File: src/rtl/mem_master.sv
// mem_master: bridges a 32-bit CPU load/store/fetch port onto a byte-wide,
// combinational-read memory of 96 bytes. Multi-byte accesses are moved one
// byte per cycle, big-endian, with alignment and range checks done up front.
module mem_master (
  input  logic        clk,
  input  logic        rst_n,
  input  logic        req,
  input  logic        we,
  input  logic [1:0]  size,
  input  logic        sx,
  input  logic        iord,
  input  logic [31:0] addr,
  input  logic [31:0] wdata,
  output logic [31:0] rdata,
  output logic        busy,
  output logic        done,
  output logic        err,
  output logic        m_r,
  output logic        m_w,
  output logic [6:0]  m_addr,
  output logic [7:0]  m_wdata,
  input  logic [7:0]  m_rdata
);

  typedef enum logic [1:0] {
    IDLE = 2'b00,
    XFER = 2'b01,
    DONE = 2'b10,
    ERR  = 2'b11
  } state_t;

  localparam logic [1:0] SZ_BYTE = 2'b00;
  localparam logic [1:0] SZ_HALF = 2'b01;
  localparam logic [1:0] SZ_WORD = 2'b10;
  localparam logic [1:0] SZ_BAD  = 2'b11;

  // Highest valid byte index in the memory window.
  localparam logic [33:0] LAST_BYTE = 34'd95;

  state_t state_q, state_d;

  // Access context captured at acceptance.
  logic [6:0]  base_q;
  logic [1:0]  last_q;   // index of the final byte, n-1
  logic [1:0]  k_q;      // byte counter inside XFER
  logic [1:0]  size_q;
  logic        sx_q;
  logic        load_q;
  logic [31:0] wdata_q;
  logic [23:0] acc_q;    // bytes already read in this load

  // Decode of the request currently presented on the CPU side.
  logic        req_load;
  logic [1:0]  req_size;
  logic [2:0]  req_n;
  logic [1:0]  req_last;
  logic [33:0] req_base;
  logic [33:0] req_end;
  logic        req_bad;

  // Load word assembled from previous bytes plus the byte on the bus now.
  logic [31:0] load_word;
  logic [1:0]  wr_idx;
  logic        accept;

  // Sign or zero extension of a completed load according to its size.
  function automatic logic [31:0] extend(input logic [1:0] sz,
                                         input logic       s,
                                         input logic [31:0] w);
    logic [31:0] r;
    case (sz)
      SZ_BYTE: r = s ? {{24{w[7]}}, w[7:0]}   : {24'd0, w[7:0]};
      SZ_HALF: r = s ? {{16{w[15]}}, w[15:0]} : {16'd0, w[15:0]};
      default: r = w;
    endcase
    return r;
  endfunction

  // Classify the incoming request: effective size, base address, legality.
  always_comb begin
    // NOTE: every signal assigned in a combinational block gets a default
    // first so no path leaves it unassigned, which would infer a latch.
    req_load = iord | ~we;
    req_size = iord ? SZ_WORD : size;
    req_n    = 3'd4;
    req_last = 2'd3;
    case (req_size)
      SZ_BYTE: begin req_n = 3'd1; req_last = 2'd0; end
      SZ_HALF: begin req_n = 3'd2; req_last = 2'd1; end
      default: begin req_n = 3'd4; req_last = 2'd3; end
    endcase
    // Fetch addresses are word indices; data addresses are offsets past the
    // 32-byte instruction area. Wide arithmetic keeps huge addresses from
    // wrapping back into range.
    req_base = iord ? {addr, 2'b00} : ({2'b00, addr} + 34'd32);
    req_end  = req_base + {31'd0, req_n} - 34'd1;
    req_bad  = (~iord && size == SZ_BAD)
             | (req_size == SZ_HALF && addr[0])
             | (~iord && req_size == SZ_WORD && addr[1:0] != 2'b00)
             | (req_end > LAST_BYTE)
             | (iord && we);
  end

  assign accept    = (state_q == IDLE) && req;
  assign load_word = {acc_q, m_rdata};
  assign wr_idx    = last_q - k_q;

  // State register.
  always_ff @(posedge clk or negedge rst_n) begin
    // NOTE: clocked state uses non-blocking assignments so every register
    // samples pre-edge values regardless of statement order.
    if (!rst_n) state_q <= IDLE;
    else        state_q <= state_d;
  end

  // Next-state logic and all control outputs.
  always_comb begin
    state_d = state_q;
    busy    = 1'b0;
    done    = 1'b0;
    err     = 1'b0;
    m_r     = 1'b0;
    m_w     = 1'b0;
    case (state_q)
      IDLE: begin
        if (req) state_d = req_bad ? ERR : XFER;
      end
      XFER: begin
        busy = 1'b1;
        m_r  = load_q;
        m_w  = ~load_q;
        if (k_q == last_q) state_d = DONE;
      end
      DONE: begin
        busy    = 1'b1;
        done    = 1'b1;
        state_d = IDLE;
      end
      ERR: begin
        busy    = 1'b1;
        done    = 1'b1;
        err     = 1'b1;
        state_d = IDLE;
      end
      default: state_d = IDLE;
    endcase
  end

  // Memory address and store byte for the current step; only meaningful
  // while a strobe is high.
  always_comb begin
    m_addr = base_q + {5'd0, k_q};
    case (wr_idx)
      2'd0:    m_wdata = wdata_q[7:0];
      2'd1:    m_wdata = wdata_q[15:8];
      2'd2:    m_wdata = wdata_q[23:16];
      default: m_wdata = wdata_q[31:24];
    endcase
  end

  // Capture request context at acceptance and step the byte counter.
  always_ff @(posedge clk or negedge rst_n) begin
    if (!rst_n) begin
      base_q  <= '0;
      last_q  <= '0;
      k_q     <= '0;
      size_q  <= '0;
      sx_q    <= 1'b0;
      load_q  <= 1'b0;
      wdata_q <= '0;
    end else if (accept) begin
      base_q  <= req_base[6:0];
      last_q  <= req_last;
      k_q     <= '0;
      size_q  <= req_size;
      sx_q    <= sx;
      load_q  <= req_load;
      wdata_q <= wdata;
    end else if (state_q == XFER) begin
      k_q <= k_q + 2'd1;
    end
  end

  // Shift read bytes in and publish the extended result on the final byte.
  always_ff @(posedge clk or negedge rst_n) begin
    if (!rst_n) begin
      acc_q <= '0;
      rdata <= '0;
    end else if (accept) begin
      acc_q <= '0;
    end else if (state_q == XFER && load_q) begin
      acc_q <= load_word[23:0];
      if (k_q == last_q) rdata <= extend(size_q, sx_q, load_word);
    end
  end

endmodule

File: config.mk
export PLATFORM = sky130hd
export DESIGN_NAME = mem_master
export DESIGN_NICKNAME = d
export VERILOG_FILES = /design/src/rtl/mem_master.sv
export SDC_FILE = /design/constraint.sdc
export NUM_CORES = 1
export LEC_CHECK = 0
export BUFFER_PORTS_ARGS = -buffer_cell sky130_fd_sc_hd__buf_2
export CAP_MARGIN = 20
export CORE_MARGIN = 4
export CORE_UTILIZATION = 52
export CTS_CLUSTER_DIAMETER = 200
export DETAILED_ROUTE_END_ITERATION = 8
export GPL_TIMING_DRIVEN = 0
export PLACE_DENSITY = 0.78
export SLEW_MARGIN = 0
export SYNTH_ARGS = -nofsm -noshare
export SYNTH_HDL_FRONTEND = slang
export SYNTH_SLANG_ARGS = --single-unit
File: constraint.sdc
create_clock -name clk -period 2.51 [get_ports clk]
set_input_delay 0.251 -clock clk [delete_from_list [all_inputs] [get_ports clk]]
set_output_delay 0.251 -clock clk [all_outputs]
set_load 0.005 [all_outputs]
==> results.ini, run 1 <==
[run_status]
status=complete, but fails checks
violations=negative setup slack

[cells_and_area]
layoutNonFillerInstCount=1287
design_area_sq_mm=0.00944
multi_input_area_sq_mm=0.00495
drive_gt1_share_pct=24.3
final_common_cell=nand2_1
ff_latch_area_sq_mm=0.00260
finalNetCount=1220
layout_common_cells=nand2_1, buf_2, dfrtp_1
antenna_cells=0
n_fill_cell=1252
area_growth_pct=23.1

[power]
p_leak_nw=4.34
peakVddDrop_uv=502
power_density_mw_per_mm2=912

[worst_setup_path]
path_class=in2reg
cp.required_ns=2.73
reg2reg_setup_slack_ns=-0.60
r2r_cells=10
startpoint=addr[5]
cp-endpoint=state_q[1]$_DFFE_PN0P_
reg2reg_from=state_q[0]$_DFFE_PN0P_
max_stage_delay_ns=0.50
path_max_fanout=7
end_kind=flop
cp_data_arrival_time_ns=4.44
critPathLaunchType=input port
r2r-end=state_q[1]$_DFFE_PN0P_
crit_chain=buf_12, ha_4, nand3_4, nor2_4, nand3_4, nor4_4, nand2_1, mux2_2, o22a_4, inv_2, ha_4, a21oi_4, o2111ai_4, a211oi_2, o2111ai_2, a2111o_1, or4_4, nor4_4, nand4_1, o41ai_2, nand2_1
crit_slowest_cell=or4_4

[grt]
grt.busiest_layer=met2
use_met3_pct=3.38
first_global_vias=7089
grt_pass1_wl_mm=34.9
grt_use_met2_pct=43.9
grt.met1_usage_pct=33.8
grt.overflow.total=0
grt_start_max_net_pins=63
antenna_found_initial=0
grt_use_total_pct=25.8

[sta]
slew_headroom_pct=51.7
setup_viol=1
hold_violations=0
finClkSkew_ns=0.00949
worst_pin_slew_ns=0.716
slew_violations=0
worst_slack_ns=-1.71
rsz0062_at_grt=true
fmax_mhz=237
post-route-period-util_pct=168
min_period_ns=4.22

[drt]
wl_mm=22.0
drc_errors=0
vias=7547
viasPerCell=5.86
drt_iter0_drc=606
drtAntennaViolNets=0
detail_route.wl_per_cell_um=17.1
first_pass_iters=5

[synthesis]
yosys_register_bits=104
synthArstFlopShare_pct=100
yosysSeqAreaShare_pct=33.9
synthDistinctLibCells=77
synth_enable_flop_cells=0
yosys_warnings=0
synth_fp_nets=1070
syn_area_per_cell_sq_um=8.08
synthCells=949
synth_flop_cell=dfrtp_1
netlist_area_sq_mm=0.00767

[place]
placed_cell_area_sq_mm=0.00869
io_buffer_count=123
gp_congestion=0.981
dpl.hpwl_mm=16.6
post-place-cells=1258

[floorplan]
die_area_sq_mm=0.0167
fp-row-count=44
core_area_sq_mm=0.0145
num_io_pins=132
die_w_um=129
initial_core_util_pct=52.9
die_h_um=129

[min_path]
hold_class=in2reg

[clock_tree]
cts_buffers=9
clk_path_buf_depth=2
cts.sinks=104
cts_tree=built
worstSkewPairLatency_ns=0.34
clk_pin_slew_ns=0.07
htreeDepth=3
cts_root_buffer=clkbuf_16

[flow_run]
drv_cap=0

[routing by layer]
| layer | up-vias | wire length (um) |
|---|---|---|
| li1 | 3664 | - |
| met1 | 3583 | 9380 |
| met2 | 243 | 10700 |
| met3 | 57 | 1150 |
| met4 | 0 | 729 |
| met5 | - | 0 |
[synth_stat cells, types with 5 or more instances]
library cell  number  share of area, %
buf_1              7              0.34
nand3_1           22               1.4
nor2_1            73               3.6
o22ai_1            6              0.49
clkbuf_1          36               1.8
a21oi_1           62               4.0
dfrtp_1          104                34
nor4_1             9              0.73
o21a_1             9              0.88
nor3_1            10              0.65
a31oi_1           20               1.6
nand4_1           12              0.98
a211oi_1           6              0.59
or2_2              9              0.73
o2111ai_1          6              0.69
ha_1              39               6.4
nand2_1          198               9.7
inv_1             56               2.7
xor2_1            13               1.5
nand2b_1          13               1.1
xnor2_1           15               1.7
a22o_1            17               1.9
mux2_2            12               1.8
and3_1            11              0.90
a2111oi_0          7              0.80
mux4_2             8               2.4
nor2b_1           14               1.1
o211ai_1          10              0.98
a21o_1             6              0.59
mux2i_1            7              0.91
o21ai_0           51               3.3
buf_6              5              0.73
[final cells by class]
type / count / area share [%]
clock buffer: 11 / 2.57
timing repair buffer: 145 / 9.09
inverter: 58 / 2.31
sequential: 104 / 27.6
multi-input combinational: 734 / 52.5
buffer: 47 / 2.98
clock inverter: 4 / 0.557
tap: 184 / 2.44
[logic make-up after synthesis]
logic type      share of synthesized area [%]
compound gates                           21.2
flops                                    33.9
simple gates                             23.5
xor+xnor                                 3.20
buf+inv                                  6.10
fa+ha+maj                                6.89
mux                                      5.22
[power by group]
part           switching (mW)  total [mW]  internal, mW
Sequential              0.515        2.95          2.44
Clock                   0.593        1.39         0.799
Combinational            2.31        4.26          1.95
Total                    3.42        8.61          5.19
[worst max-delay path: cells and delay by family]
kind                       cells  cell delay [ns]
adders and majority gates      2             0.35
and+or+nand+nor                9             1.82
muxes                          1             0.29
buffers and inverters          2             0.16
AOI/OAI and AO/OA              7             1.54
[flip-flops by register name, indices dropped and copies added (netlist names), 2 cells and up]
register and count:
rdata 32, wdata_q 32, acc_q 24, base_q 7, k_q 2, last_q 2
state_q 2
[worst min-delay path by stage]
stage	from	endpoint	slack, ns	cells after the start
CTS	wdata[8]	wdata_q[8]$_DFFE_PN0P_	0.09	3
global placement	wdata[0]	wdata_q[0]$_DFFE_PN0P_	0.44	3
finish	wdata[8]	wdata_q[8]$_DFFE_PN0P_	0.09	3
detailed placement	rst_n	rdata[14]$_DFFE_PN0P_	0.28	1
global route	wdata[0]	wdata_q[0]$_DFFE_PN0P_	0.09	3
floorplan	rst_n	acc_q[0]$_DFFE_PN0P_	-0.04	0
[metrics by stage]
stage	util, %	setup TNS [ns]	hold slack [ns]	worst slack (ns)	power (mW)
global route	65.2	-1.94	0.0885	-1.94	9.28
detailed placement	60.0	-7.03	0.282	-3.07	6.97
floorplan	-	-1.52	-0.0446	-1.52	5.49
global placement	59.7	-9.04	0.443	-3.16	6.85
finish	65.2	-1.71	0.0937	-1.71	8.61
CTS	64.5	-1.76	0.0876	-1.76	8.56
[timing repair]
item | in CTS | in global routing
resized for setup | 53 | 23
hold endpoints to repair | 42 | 0
pin swaps | 24 | 20
hold buffers | 1 | 0
buffers inserted | 16 | 3
endpoints found under the setup margin | 27 | 38
gates cloned | 0 | 0
(Power assumes the default switching activity.)
==> run 2, diff against run 1 <==
- CORE_ASPECT_RATIO: not set -> 2
- MAX_ROUTING_LAYER: not set -> met4
- PLACE_DENSITY: 0.78 -> 0.88
==> run 2 against run 1 <==
Effect of this change: the flow still finishes with violations (negative setup slack); sequential share of layout area is 0.26 points higher; non-clock buffer count decreased by 4; fmax grew 1.4%; combinational power increased by 4%; setup slack gained 0.057 ns; sequential power grew 2%; largest cell class unchanged.
==> results.ini, run 2 (synthesis results as in run 1) <==
[place]
dpl.hpwl_mm=19.9  ; +20%
gp_congestion=0.984  ; +0.32%
io_buffer_count=123  ; unchanged
placed_cell_area_sq_mm=0.00868  ; about the same

[grt]
grt_use_total_pct=31.1  ; +5.3 points
grt_start_max_net_pins=76  ; +21%
antenna_found_initial=1  ; +1
grt.busiest_layer=met2
use_met3_pct=2.47  ; -0.91 points
grt_pass1_wl_mm=39.9  ; +14%
first_global_vias=8057  ; +14%
grt_use_met2_pct=56.9  ; +13 points
grt.overflow.total=0  ; unchanged
grt.met1_usage_pct=28.5  ; -5.3 points

[sta]
post-route-period-util_pct=166  ; -2.3 points
worst_pin_slew_ns=0.756  ; +0.0401 ns
rsz0062_at_grt=true
min_period_ns=4.16  ; -0.0571 ns
slew_headroom_pct=49.2  ; -2.4 points
slew_violations=0  ; unchanged
setup_viol=1  ; unchanged
worst_slack_ns=-1.65  ; +0.0571 ns
fmax_mhz=240  ; +1.4%
hold_violations=0  ; unchanged
finClkSkew_ns=0.00961  ; +0.000124 ns
holdWs_ns=0.0849  ; -0.00872 ns

[cells_and_area]
area_growth_pct=22.1
layout_common_cells=nand2_1, buf_2, dfrtp_1
multi_input_area_sq_mm=0.00490  ; -1.0%
largest_registers=rdata: 32 flops, wdata_q: 32 flops, acc_q: 24 flops
final_common_cell=nand2_1
ff_latch_area_sq_mm=0.00261  ; about the same
drive_gt1_share_pct=24.2  ; -0.12 points
n_fill_cell=1239  ; -1.0%
finalNetCount=1216  ; -0.33%
fin_util_pct=64.9  ; -0.35 points
design_area_sq_mm=0.00936  ; -0.87%

[worst_setup_path]
end_kind=flop
r2r-end=state_q[1]$_DFFE_PN0P_
r2r_cells=10  ; unchanged
crit_slowest_cell=ha_1
max_stage_delay_ns=0.38  ; -0.12 ns
crit_family=compound AO/OA/AOI/OAI gates
reg2reg_setup_slack_ns=-0.27  ; +0.33 ns
critPathLaunchType=input port
path_max_fanout=10  ; +3
reg2reg_from=state_q[0]$_DFFE_PN0P_
path_class=in2reg
cp.required_ns=2.73  ; about the same
crit_chain=buf_2, buf_6, clkbuf_4, clkbuf_8, clkbuf_4, nand2_1, o21ai_0, inv_1, ha_1, nand2_1, a21oi_1, o211ai_1, and3_1, o31ai_4, mux2i_1, a2111oi_2, o2111ai_2, o41ai_2, nand2_1
cp_data_arrival_time_ns=4.38  ; -0.06 ns
cp.buffers_inverters=6  ; +4
worst_path_most_repeated_cell=nand2_1

[min_path]
min_from=wdata[6]
min_to=wdata_q[6]$_DFFE_PN0P_
hold_class=in2reg
whs_path_depth=3  ; unchanged

[drt]
vias=7910  ; +4.8%
first_pass_iters=5  ; unchanged
wl_mm=25.7  ; +17%
viasPerCell=6.12  ; +4.3%
drt_iter0_drc=394  ; -35%
drc_errors=0  ; unchanged
drtAntennaViolNets=0  ; unchanged
detail_route.wl_per_cell_um=19.9  ; +17%

[power]
p_leak_nw=4.29  ; -1.1%
power_density_mw_per_mm2=949  ; +4.1%
power_mw=8.88  ; +3.2%
peakVddDrop_uv=589  ; +17%

[clock_tree]
clk_path_buf_depth=2  ; unchanged
cts_tree=built
cts_buffers=9  ; unchanged
htreeDepth=3  ; unchanged
worstSkewPairLatency_ns=0.35  ; about the same
clk_pin_slew_ns=0.08  ; about the same
cts_root_buffer=clkbuf_16
cts.sinks=104  ; unchanged

[floorplan]
core_area_sq_mm=0.0144  ; -0.35%
die_w_um=93.9  ; -27%
fp-row-count=62  ; +41%
num_io_pins=132  ; unchanged
die_area_sq_mm=0.0169  ; +0.70%
initial_core_util_pct=53.1  ; +0.18 points
die_h_um=180  ; +39%

[flow_run]
drv_cap=0  ; unchanged

[run_status]
status=complete, but fails checks
violations=negative setup slack

run 2: changes by cell type in the layout (fill, tap and decap cells not counted), sizes merged:
| cell | before | now |
|---|---|---|
| buf | 160 | 156 |
| clkbuf | 42 | 40 |
| clkinvlp | 0 | 2 |
| diode | 0 | 1 |
| inv | 58 | 59 |
run 2: repair_timing:
action	in CTS	in global routing
pin swaps	19	3
resized for setup	54	10
endpoints found under the setup margin	29	35
buffers inserted	13	3
hold endpoints to repair	29	0
hold buffers	1	0
run 2: through the flow:
step / worst slack, ns / instances / TNS [ns]
2_1_floorplan: -1.52 / 949 / -1.52
5_1_grt: -1.88 / 1293 / -1.88
6_report: -1.65 / 1293 / -1.65
3_3_place_gp: -3.35 / 1264 / -8.21
3_5_place_dp: -3.29 / 1265 / -9.58
4_1_cts: -1.61 / 1291 / -1.61
run 2: routing by layer:
layer  part of all wire, %  vias up  wire (um)
met1                    31     3749       8030
met5                     0        -          0
met3                   4.9      134       1250
met2                    55      387      14200
met4                   8.7        0       2250
li1                      -     3640          -
run 2: worst min-delay path: cells and delay by family:
kind,cells,cell delay (ns)
buffers and inverters,1,0.07
and+or+nand+nor,2,0.08
run 2: power breakdown:
group	leakage (nW)	switching [mW]	internal, mW
registers	1.27	0.573	2.44
logic	2.88	2.47	1.96
clock network	0.144	0.658	0.784
total	4.29	3.70	5.18
run 2: worst max path at each step:
stage               slack (ns)     start                      to  depth (start not counted)
floorplan                -1.52  addr[12]  state_q[1]$_DFFE_PN0P_                         21
global placement         -3.35      iord  state_q[1]$_DFFE_PN0P_                         18
detailed placement       -3.29      iord  state_q[1]$_DFFE_PN0P_                         18
CTS                      -1.61      iord  state_q[1]$_DFFE_PN0P_                         17
global route             -1.88   addr[5]  state_q[1]$_DFFE_PN0P_                         22
finish                   -1.65      iord  state_q[1]$_DFFE_PN0P_                         19
run 2: layout make-up:
type / instances / area share [%]
clock buffers: 9 / 2.41
flip-flops and latches: 104 / 27.8
well taps: 192 / 2.57
repair buffers: 141 / 8.53
inverters: 58 / 2.33
clock inverters: 7 / 0.842
diodes: 1 / 0.0267
multi-input cells: 734 / 52.4
plain buffers: 47 / 3.08
==> run 3, diff against run 2 <==
- CELL_PAD_IN_SITES_DETAIL_PLACEMENT: not set -> 1
- CELL_PAD_IN_SITES_GLOBAL_PLACEMENT: not set -> 2
- CORE_UTILIZATION: 52 -> 30
- PLACE_DENSITY: 0.88 -> 0.87
==> run 3 against run 2 <==
Effect of this change: the flow still finishes with violations (negative setup slack); sequential cell count did not move; sequential share of layout area decreased by 0.78 points; core utilization down 27 points; highest routed layer unchanged.
==> results.ini, run 3 (synthesis results as in run 1) <==
[drt]
drtAntennaViolNets=0  ; unchanged
drc_errors=0  ; unchanged
wl_mm=29.0  ; +13%
vias=7697  ; -2.7%
first_pass_iters=4  ; -1
drt_iter0_drc=319  ; -19%
viasPerCell=5.32  ; -13%
detail_route.wl_per_cell_um=20.1  ; +0.72%

[sta]
slew_violations=0  ; unchanged
finClkSkew_ns=0.0104  ; +0.000754 ns
rsz0062_at_grt=true
hold_violations=0  ; unchanged
slew_headroom_pct=50.0  ; +0.78 points
worst_slack_ns=-1.84  ; -0.194 ns
worst_pin_slew_ns=0.743  ; -0.0131 ns
fmax_mhz=230  ; -4.5%
setup_viol=1  ; unchanged
min_period_ns=4.35  ; +0.194 ns
setup_tns_ns=-1.84  ; -0.194 ns
post-route-period-util_pct=173  ; +7.7 points

[cells_and_area]
final_common_cell=nand2_1
layoutNonFillerInstCount=1446  ; +12%
finalNetCount=1226  ; +0.82%
drive_gt1_share_pct=24.8  ; +0.62 points
area_growth_pct=25.6
largest_registers=rdata: 32 flops, wdata_q: 32 flops, acc_q: 24 flops
n_fill_cell=3077  ; +150%
layout_common_cells=nand2_1, buf_2, dfrtp_1

[worst_setup_path]
crit_family=compound AO/OA/AOI/OAI gates
cp.required_ns=2.74  ; about the same
crit_slowest_cell=or4_4
path_max_fanout=10  ; unchanged
crit_chain=buf_2, inv_1, buf_2, o21ai_0, a22o_1, inv_1, ha_1, clkbuf_1, a21oi_1, nor2_1, a21oi_1, o2111ai_2, a2111o_1, or4_4, nor4_4, nand4_1, o41ai_2, nand2_1
path_class=in2reg
critPathLaunchType=input port
cp.buffers_inverters=5  ; -1
max_stage_delay_ns=0.57  ; +0.19 ns
cp_data_arrival_time_ns=4.59  ; +0.21 ns
end_kind=flop

[grt]
grt_start_max_net_pins=69  ; -9.2%
grt_pass1_wl_mm=43.9  ; +10%
first_global_vias=8196  ; +1.7%
grt_use_total_pct=20.8  ; -10 points
antenna_found_initial=1  ; unchanged
grt.overflow.total=0  ; unchanged

[floorplan]
num_io_pins=132  ; unchanged
initial_core_util_pct=30.5  ; -23 points
die_h_um=234  ; +30%
core_area_sq_mm=0.0251  ; +74%
fp-row-count=82  ; +32%
die_area_sq_mm=0.0283  ; +68%
die_w_um=121  ; +29%

[run_status]
violations=negative setup slack
status=complete, but fails checks

[power]
peakVddDrop_uv=362  ; -39%
p_leak_nw=4.37  ; +1.7%
power_density_mw_per_mm2=931  ; -1.9%

[min_path]
hold_class=in2reg

[clock_tree]
clk_pin_slew_ns=0.08  ; about the same
cts_root_buffer=clkbuf_16
clk_path_buf_depth=2  ; unchanged
cts_tree=built
worstSkewPairLatency_ns=0.36  ; about the same
htreeDepth=3  ; unchanged
cts.sinks=104  ; unchanged
cts_buffers=9  ; unchanged

[place]
gp_congestion=0.945  ; -4.0%
post-place-cells=1410  ; +11%
io_buffer_count=123  ; unchanged
dpl.hpwl_mm=23.5  ; +18%

[flow_run]
drv_cap=0  ; unchanged

==> run 3: stage by stage <==
| step | power [mW] | setup WS (ns) | utilization [%] | cell area, sq um | hold slack, ns |
|---|---|---|---|---|---|
| after global placement | 7.12 | -3.63 | 35.1 | 8830 | 0.444 |
| after detailed placement | 7.30 | -3.60 | 35.3 | 8870 | 0.262 |
| after CTS | 8.95 | -1.88 | 37.3 | 9390 | 0.0590 |
| after global routing | 9.66 | -2.02 | 38.3 | 9630 | 0.0747 |
| final | 8.97 | -1.84 | 38.3 | 9630 | 0.0705 |
| after floorplan | 5.49 | -1.52 | - | 7800 | -0.0446 |
==> run 3: power breakdown <==
| part | switching [mW] | leakage [nW] | internal (mW) |
|---|---|---|---|
| combinational | 2.54 | 2.95 | 1.99 |
| sequential | 0.522 | 1.27 | 2.44 |
| clock | 0.688 | 0.148 | 0.787 |
==> run 3: layer usage <==
| metal | vias up | part of all wire (%) | global-route usage [%] |
|---|---|---|---|
| met5 | - | 0 | - |
| met4 | 0 | 5.8 | 11.9 |
| met3 | 78 | 2.6 | 1.91 |
| met2 | 160 | 60 | 42.5 |
| met1 | 3798 | 32 | 17.6 |
| li1 | 3661 | - | - |
==> run 3: final cells by class <==
type,instances,area [sq um],share of cell area [%]
multi-input combinational,734,4920,51.1
sequential,104,2610,27.1
timing repair buffer,148,857,8.90
tap,336,420,4.36
buffer,50,304,3.16
clock buffer,9,225,2.34
inverter,58,218,2.26
clock inverter,6,76.3,0.792
antenna,1,2.50,0.0260
==> run 3: tightest hold or removal path: cells and delay by family <==
family | cells | cell delay [ns]
buffers and inverters | 1 | 0.07
and+or+nand+nor | 2 | 0.08
==> run 3: path summary, 6_finish.rpt <==
path	slack (ns)	endpoint	startpoint	cells past startpoint
setup / recovery	-1.84	state_q[1]$_DFFE_PN0P_	iord	18
hold / removal	0.07	wdata_q[16]$_DFFE_PN0P_	wdata[16]	3
setup reg to reg	-0.66	state_q[1]$_DFFE_PN0P_	state_q[0]$_DFFE_PN0P_	10
hold reg to reg	0.47	wdata_q[18]$_DFFE_PN0P_	wdata_q[18]$_DFFE_PN0P_	2
max in group asynchronous	1.35	last_q[1]$_DFFE_PN0P_	rst_n	3
min in group asynchronous	0.41	wdata_q[14]$_DFFE_PN0P_	rst_n	2
==> run 3: what timing repair did <==
item / CTS / global route
hold buffers: 1 / 0
hold endpoints to repair: 36 / 0
resized for setup: 37 / 38
buffers inserted: 10 / 12
setup endpoints to repair: 36 / 36
pin swaps: 13 / 18
